===== src/rtl/boreal_pkg.sv =====
// Shared constants and FSM encoding for the biquad coefficient loader.
package boreal_pkg;

  localparam logic [2:0] COEF_B0 = 3'd0;
  localparam logic [2:0] COEF_B1 = 3'd1;
  localparam logic [2:0] COEF_B2 = 3'd2;
  localparam logic [2:0] COEF_A1 = 3'd3;
  localparam logic [2:0] COEF_A2 = 3'd4;

  localparam int COEFS_PER_STAGE = 5;

  localparam logic [15:0] Q15_ONE = 16'h7FFF;

  typedef enum logic [1:0] {
    ST_IDLE,
    ST_WAIT_SYNC,
    ST_WRITE,
    ST_DONE
  } state_e;

endpackage


===== src/rtl/boreal_coeff_shadow.sv =====
// Shadow coefficient bank: one write port, one read port,
// resets every stage to an identity (pass-through) biquad.
module boreal_coeff_shadow
  import boreal_pkg::*;
#(
  parameter int NUM_STAGES = 4,
  parameter int COEF_W     = 16,
  parameter int SW         = 3
) (
  input  logic              clk,
  input  logic              rst_n,
  input  logic              we,
  input  logic [SW-1:0]     wr_stage,
  input  logic [2:0]        wr_coef,
  input  logic [COEF_W-1:0] wr_data,
  input  logic [SW-1:0]     rd_stage,
  input  logic [2:0]        rd_coef,
  output logic [COEF_W-1:0] rd_data
);

  logic [COEF_W-1:0] mem_q [NUM_STAGES][COEFS_PER_STAGE];
  logic [COEF_W-1:0] mem_d [NUM_STAGES][COEFS_PER_STAGE];

  always_comb begin
    mem_d = mem_q;
    for (int s = 0; s < NUM_STAGES; s++) begin
      for (int c = 0; c < COEFS_PER_STAGE; c++) begin
        if (we && wr_stage == SW'(s) && wr_coef == 3'(c)) begin
          mem_d[s][c] = wr_data;
        end
      end
    end
  end

  always_comb begin
    rd_data = '0;
    for (int s = 0; s < NUM_STAGES; s++) begin
      for (int c = 0; c < COEFS_PER_STAGE; c++) begin
        if (rd_stage == SW'(s) && rd_coef == 3'(c)) begin
          rd_data = mem_q[s][c];
        end
      end
    end
  end

  always_ff @(posedge clk or negedge rst_n) begin
    if (!rst_n) begin
      for (int s = 0; s < NUM_STAGES; s++) begin
        for (int c = 0; c < COEFS_PER_STAGE; c++) begin
          mem_q[s][c] <= (c == 0) ? COEF_W'(Q15_ONE) : '0;
        end
      end
    end else begin
      mem_q <= mem_d;
    end
  end

endmodule


===== src/rtl/boreal_biquad_coeff_loader.sv =====
// Pushes the shadow coefficient bank into a biquad cascade,
// starting only on a sample boundary.
module boreal_biquad_coeff_loader
  import boreal_pkg::*;
#(
  parameter int NUM_STAGES = 4,
  parameter int COEF_W     = 16,
  parameter int SW         = 3
) (
  input  logic                  clk,
  input  logic                  rst_n,
  input  logic [SW-1:0]         host_stage,
  input  logic [2:0]            host_coef,
  input  logic [COEF_W-1:0]     host_din,
  input  logic                  host_we,
  input  logic                  commit,
  input  logic                  err_clr,
  input  logic                  sample_valid,
  output logic [2:0]            reg_addr,
  output logic [COEF_W-1:0]     reg_din,
  output logic                  reg_we,
  output logic [NUM_STAGES-1:0] stage_sel,
  output logic                  busy,
  output logic                  done,
  output logic                  err_overlap,
  output logic                  err_wr_busy
);

  state_e state_q, state_d;
  logic [SW-1:0] st_q, st_d;
  logic [2:0] cf_q, cf_d;
  logic pend_q, pend_d;
  logic load;
  logic last_wr;
  logic busy_int;

  logic [2:0] reg_addr_q, reg_addr_d;
  logic [COEF_W-1:0] reg_din_q, reg_din_d;
  logic reg_we_q, reg_we_d;
  logic [NUM_STAGES-1:0] sel_q, sel_d;
  logic busy_q, busy_d;
  logic done_q, done_d;
  logic ovl_q, ovl_d;
  logic wrb_q, wrb_d;

  logic sh_we;
  logic [COEF_W-1:0] rd_data;

  assign busy_int = (state_q != ST_IDLE);
  assign last_wr  = (st_q == SW'(NUM_STAGES - 1)) && (cf_q == COEF_A2);

  assign sh_we = host_we && !busy_int
              && (32'(host_stage) < NUM_STAGES)
              && (host_coef <= COEF_A2);

  boreal_coeff_shadow #(
    .NUM_STAGES (NUM_STAGES),
    .COEF_W     (COEF_W),
    .SW         (SW)
  ) u_shadow (
    .clk      (clk),
    .rst_n    (rst_n),
    .we       (sh_we),
    .wr_stage (host_stage),
    .wr_coef  (host_coef),
    .wr_data  (host_din),
    .rd_stage (st_d),
    .rd_coef  (cf_d),
    .rd_data  (rd_data)
  );

  always_comb begin
    state_d = state_q;
    st_d    = st_q;
    cf_d    = cf_q;
    pend_d  = pend_q;
    load    = 1'b0;
    if (busy_int && commit) pend_d = 1'b1;
    unique case (state_q)
      ST_IDLE: begin
        if (commit) state_d = ST_WAIT_SYNC;
      end
      ST_WAIT_SYNC: begin
        if (sample_valid) begin
          state_d = ST_WRITE;
          st_d    = '0;
          cf_d    = COEF_B0;
          load    = 1'b1;
        end
      end
      ST_WRITE: begin
        if (last_wr) begin
          state_d = ST_DONE;
        end else begin
          load = 1'b1;
          if (cf_q == COEF_A2) begin
            cf_d = COEF_B0;
            st_d = st_q + SW'(1);
          end else begin
            cf_d = cf_q + 3'd1;
          end
        end
      end
      ST_DONE: begin
        // a commit landing on the DONE cycle itself is not lost
        pend_d  = 1'b0;
        state_d = (pend_q || commit) ? ST_WAIT_SYNC : ST_IDLE;
      end
      default: state_d = ST_IDLE;
    endcase
  end

  always_comb begin
    reg_we_d   = load;
    sel_d      = '0;
    reg_addr_d = reg_addr_q;
    reg_din_d  = reg_din_q;
    if (load) begin
      reg_addr_d = cf_d;
      reg_din_d  = rd_data;
      for (int i = 0; i < NUM_STAGES; i++) begin
        sel_d[i] = (st_d == SW'(i));
      end
    end
    done_d = (state_d == ST_DONE);
    busy_d = (state_d != ST_IDLE);
    ovl_d  = ((state_q == ST_WRITE) && sample_valid)
           | (ovl_q & ~err_clr);
    wrb_d  = (busy_int && host_we) | (wrb_q & ~err_clr);
  end

  always_ff @(posedge clk or negedge rst_n) begin
    if (!rst_n) begin
      state_q    <= ST_IDLE;
      st_q       <= '0;
      cf_q       <= '0;
      pend_q     <= 1'b0;
      reg_addr_q <= '0;
      reg_din_q  <= '0;
      reg_we_q   <= 1'b0;
      sel_q      <= '0;
      busy_q     <= 1'b0;
      done_q     <= 1'b0;
      ovl_q      <= 1'b0;
      wrb_q      <= 1'b0;
    end else begin
      state_q    <= state_d;
      st_q       <= st_d;
      cf_q       <= cf_d;
      pend_q     <= pend_d;
      reg_addr_q <= reg_addr_d;
      reg_din_q  <= reg_din_d;
      reg_we_q   <= reg_we_d;
      sel_q      <= sel_d;
      busy_q     <= busy_d;
      done_q     <= done_d;
      ovl_q      <= ovl_d;
      wrb_q      <= wrb_d;
    end
  end

  assign reg_addr    = reg_addr_q;
  assign reg_din     = reg_din_q;
  assign reg_we      = reg_we_q;
  assign stage_sel   = sel_q;
  assign busy        = busy_q;
  assign done        = done_q;
  assign err_overlap = ovl_q;
  assign err_wr_busy = wrb_q;

endmodule


===== config.mk =====
export PLATFORM = sky130hd
export DESIGN_NAME = boreal_biquad_coeff_loader
export DESIGN_NICKNAME = d
export VERILOG_FILES = /design/src/rtl/boreal_pkg.sv /design/src/rtl/boreal_coeff_shadow.sv /design/src/rtl/boreal_biquad_coeff_loader.sv
export SDC_FILE = /design/constraint.sdc
export NUM_CORES = 1
export LEC_CHECK = 0
export BUFFER_PORTS_ARGS = -buffer_cell sky130_fd_sc_hd__buf_2
export CAP_MARGIN = 20
export CORE_ASPECT_RATIO = 1.75
export CORE_UTILIZATION = 55
export CTS_CLUSTER_DIAMETER = 40
export DETAILED_ROUTE_END_ITERATION = 10
export HOLD_SLACK_MARGIN = 0.05
export PLACE_DENSITY = 0.76
export RECOVER_POWER = 100
export SLEW_MARGIN = 20
export SYNTH_ARGS = -nofsm -noshare
export SYNTH_HDL_FRONTEND = slang
export SYNTH_HIERARCHICAL = 1
export SYNTH_SLANG_ARGS = --single-unit
export TNS_END_PERCENT = 30

===== constraint.sdc =====
create_clock -name clk -period 5.7 [get_ports clk]
set_clock_uncertainty 0.05 [all_clocks]
set_input_delay 1.71 -clock clk [delete_from_list [all_inputs] [get_ports clk]]
set_output_delay 1.71 -clock clk [all_outputs]
set_load 0.01 [all_outputs]

==> out/results.tsv <==
stage	metric	value	unit
floorplanning	boundaryPins	56	
setup_path	crit_path_start_kind	input port	
placement	placed_cell_count	1721	
power_and_ir_drop	power.density_cell_area	347.0	nW/um2
logic_synthesis	synthesis.yosys.warnings	6	
logic_synthesis	synth_enable_flop_cells	0	
sta	setup_tns	0	ns
logic_synthesis	netlist_top_cells_count	mux2_2, dfrtp_1, nand2_1	
sta	max_freq	0.1920	GHz
logic_synthesis	netlist_instances	1333	
global_routing	grt_max_degree	130	
setup_path	criticalPathCategory	input port to register	
sta	timing.max_slew.rel_slack	-29.27	%
cts	insertion_delay	0.53	ns
final_layout	final_net_count	1408	
final_layout	final_cells	1786	
setup_path	worst_setup_path_startpoint	sample_valid	
logic_synthesis	synth-seq-area-share	54.06	%
cts	cts-buffers-inserted	35	
global_routing	wire_length_of_the_first_global_routing_pass	74.16	mm
setup_path	setup.worst_path.end_class	register	
global_routing	gr-total-overflow	0	
sta	final.min_clock_period	5.207	ns
global_routing	groute.usage.overall	32.58	%
cts	cts.path.max_buffers	3	
logic_synthesis	post_synth_main_area_contributors	dfrtp_1, mux2_2, dfstp_2	
hold_path	hold_start	u_shadow/mem_q[29]$_DFFE_PN0P_	
cts	cts_tree	built	
route	detail_route.wirelength	49.30	mm
logic_synthesis	postSynthAreaPerCell	12.50	um2
placement	dp_slack	0.2985	ns
setup_path	timing.critical_path.required	6.10	ns
cts	post_cts.resized_instances	0	
logic_synthesis	post-synth-top-count-cell	mux2_2	
route	detail_route.iter0.violations	1185	
floorplanning	core.rowCount	84	
sta	worstMarginPinSlew	1.939	ns
sta	fin_crit_sh	91.36	%
sta	setup_violations	0	
route	drc_errors	0	
placement	hpwl	33.76	mm
final_layout	post_route_cells_drive_above_1_share	38.48	%
cts	post_cts_setup_repair_bufs	0	
logic_synthesis	synth_area	16660	um2
route	vias_per_cell	6.716	
final_layout	layout_cell_area_excl_fill	18370	um2
floorplanning	fp.dieArea	31030	um2
floorplanning	die_height	232.3	um
cts	number_of_buffers_added_to_fix_hold_violations_after_cts	0	
setup_path	crit_path_max_fanout	15	
logic_synthesis	dominantRegCellSynth	dfrtp_1	
placement	count_of_input_and_output_buffers	55	
route	ant_nets	0	
logic_synthesis	ys_async_sr_fraction	100.0	%
cts	clkSlewWorstSetupHoldPaths	0.06	ns
route	route.vias.total	11994	
hold_path	hold_path.class	register to register	
floorplanning	die_width	133.6	um
run	max_cap_viol_count	6	
setup_path	crit-reg2reg-launch	state_q[0]$_DFF_PN0_	
placement	postPlaceCellArea	17380	um2
logic_synthesis	yosysUniqueCellTypes	78	
power_and_ir_drop	max-vdd-ir-drop	0.3108	mV
logic_synthesis	synth_top_cell_by_area	dfrtp_1	
run_status	status	complete, but fails checks	
sta	report.final.slew_viol_count	186	
sta	rsz_0062_raised_after_global_routing	no	
logic_synthesis	synth_fp_nets	1369	
sta	post-route-worst-setup-slack	0.4928	ns
final_layout	flow.area_growth_from_synthesis	10.23	%
global_routing	grt_antenna_before_repair	2	
cts	clock_tree.root_cell	clkbuf_16	
floorplanning	initial_utilization	55.63	%
run_status	violated_checks	max-capacitance violations, max-slew violations	
floorplanning	design.core.area	29950	um2
sta	final-hold-violation-count	0	
power_and_ir_drop	static-leakage-power	0.008739	uW
route	route.detailed.wl_per_inst	27.61	um
route	number_of_iterations_in_the_first_detailed_routing_pass	5	
setup_path	cp.arrival	5.61	ns
placement	finalWeightedCongestion	0.9587	
logic_synthesis	synth-seq-cells	357	
global_routing	grt_pass1_vias	12148	
cts	ctsHtreeMaxLevel	2	
logic_synthesis	post-synth-top-area-fraction	44.60	%
cts	cts.sink_count	357	
-- through the flow --
step                hold WS [ns]  power, uW  utilization (%)
global placement          0.4271       4061            58.02
global route              0.4613       6594            61.32
detailed placement        0.4387       4096            58.02
finish                    0.4508       6374            61.33
floorplan                 0.4073       3657                -
CTS                       0.4537       6444            61.90
-- where the power goes --
group	switching, uW	internal, uW	leakage [uW]
sequential	134	2740	0.00473
combinational	750	398	0.00343
clock	991	1360	0.000576
-- final cells by class --
cell class                 instances  area, um2
clock inverter                    12      133.9
antenna                            1      2.502
tap                              387      484.2
fill                            2343      11580
timing repair buffer             100      538.0
inverter                          18      67.56
clock buffer                      51       1028
sequential                       357       9009
multi-input combinational        860       7107
-- layout by cell type (no fill, tap or decap), types with 4 or more instances in the layout --
master     synthesis  layout
mux2_2           343     342
dfrtp_1          297     297
nand2_1           72      73
dfstp_2           60      60
clkbuf_1          64      53
a21oi_1           50      50
o21ai_0           46      49
nor2_1            46      48
clkbuf_16          0      37
buf_4              2      28
a22oi_1           26      26
buf_2             25      23
o22ai_1           22      22
nor3_1            21      20
a211oi_1          18      19
inv_1             16      17
nand3_1           16      16
mux2i_1           16      16
a221oi_1          15      15
o221ai_1          13      13
and3_1            11      11
a31oi_1            9       9
ha_1               8       8
or3_1              8       8
nor4_1             5       7
nor2_2             9       7
a2111oi_0          7       7
nor2b_1            6       6
nand2b_1           5       5
clkinv_2           0       5
clkbuf_8           0       5
o211ai_1           5       5
nor4b_1            3       4
clkbuf_2           0       4
nor3b_1            4       4
o21ai_1            6       4
nand4_1            4       4
a221o_1            4       4
-- flip-flops by register name, indices dropped and copies added, names as in the netlist, 2 cells and up --
| name | cells |
|---|---|
| reg_din | 16 |
| u_shadow/mem_q | 320 |
| reg_addr | 3 |
| cf_q | 3 |
| st_q | 3 |
| stage_sel | 4 |
| state_q | 2 |
-- worst paths after layout --
kind / endpoint / slack [ns] / cells after the start
min in group asynchronous: u_shadow/mem_q[246]$_DFFE_PN0P_ / 1.68 / 1
max in group asynchronous: u_shadow/mem_q[61]$_DFFE_PN0P_ / 1.19 / 3
hold / removal: u_shadow/mem_q[29]$_DFFE_PN0P_ / 0.45 / 1
setup / recovery: reg_din[7]$_DFFE_PN0P_ / 0.49 / 13
hold reg to reg: u_shadow/mem_q[29]$_DFFE_PN0P_ / 0.45 / 1
setup reg to reg: reg_din[3]$_DFFE_PN0P_ / 0.64 / 14
-- worst max-delay path, stage by stage --
cell	delay (ns)
clkbuf_1	0.15
nand2b_1	0.19
nand2_1	0.14
a211oi_1	0.49
inv_1	0.35
or2_2	0.55
nor2_1	0.58
clkbuf_1	0.37
a22oi_1	0.24
a31oi_1	0.37
o21ai_0	0.22
nand2_1	0.09
mux2_2	0.14
-- cell families after synthesis --
kind of cell | Yosys count | share of synthesized area [%]
XOR/XNOR | 1 | 0.05257
AND/OR/NAND/NOR | 238 | 7.681
buffers and inverters | 116 | 3.116
multiplexers | 359 | 24.14
adder cells (fa/ha/maj) | 8 | 0.6007
flip-flops | 357 | 54.06
AO/OA/AOI/OAI | 254 | 10.35
-- per-layer routing --
layer  part of all wire (%)  vias up  track usage [%]
met3                    7.1      235            5.981
met4                    7.5        2            22.51
met5                  0.028        -                0
met2                     50      599            55.24
li1                       -     5009                -
met1                     35     6149            37.10
Power figures use the tool's default switching activity.
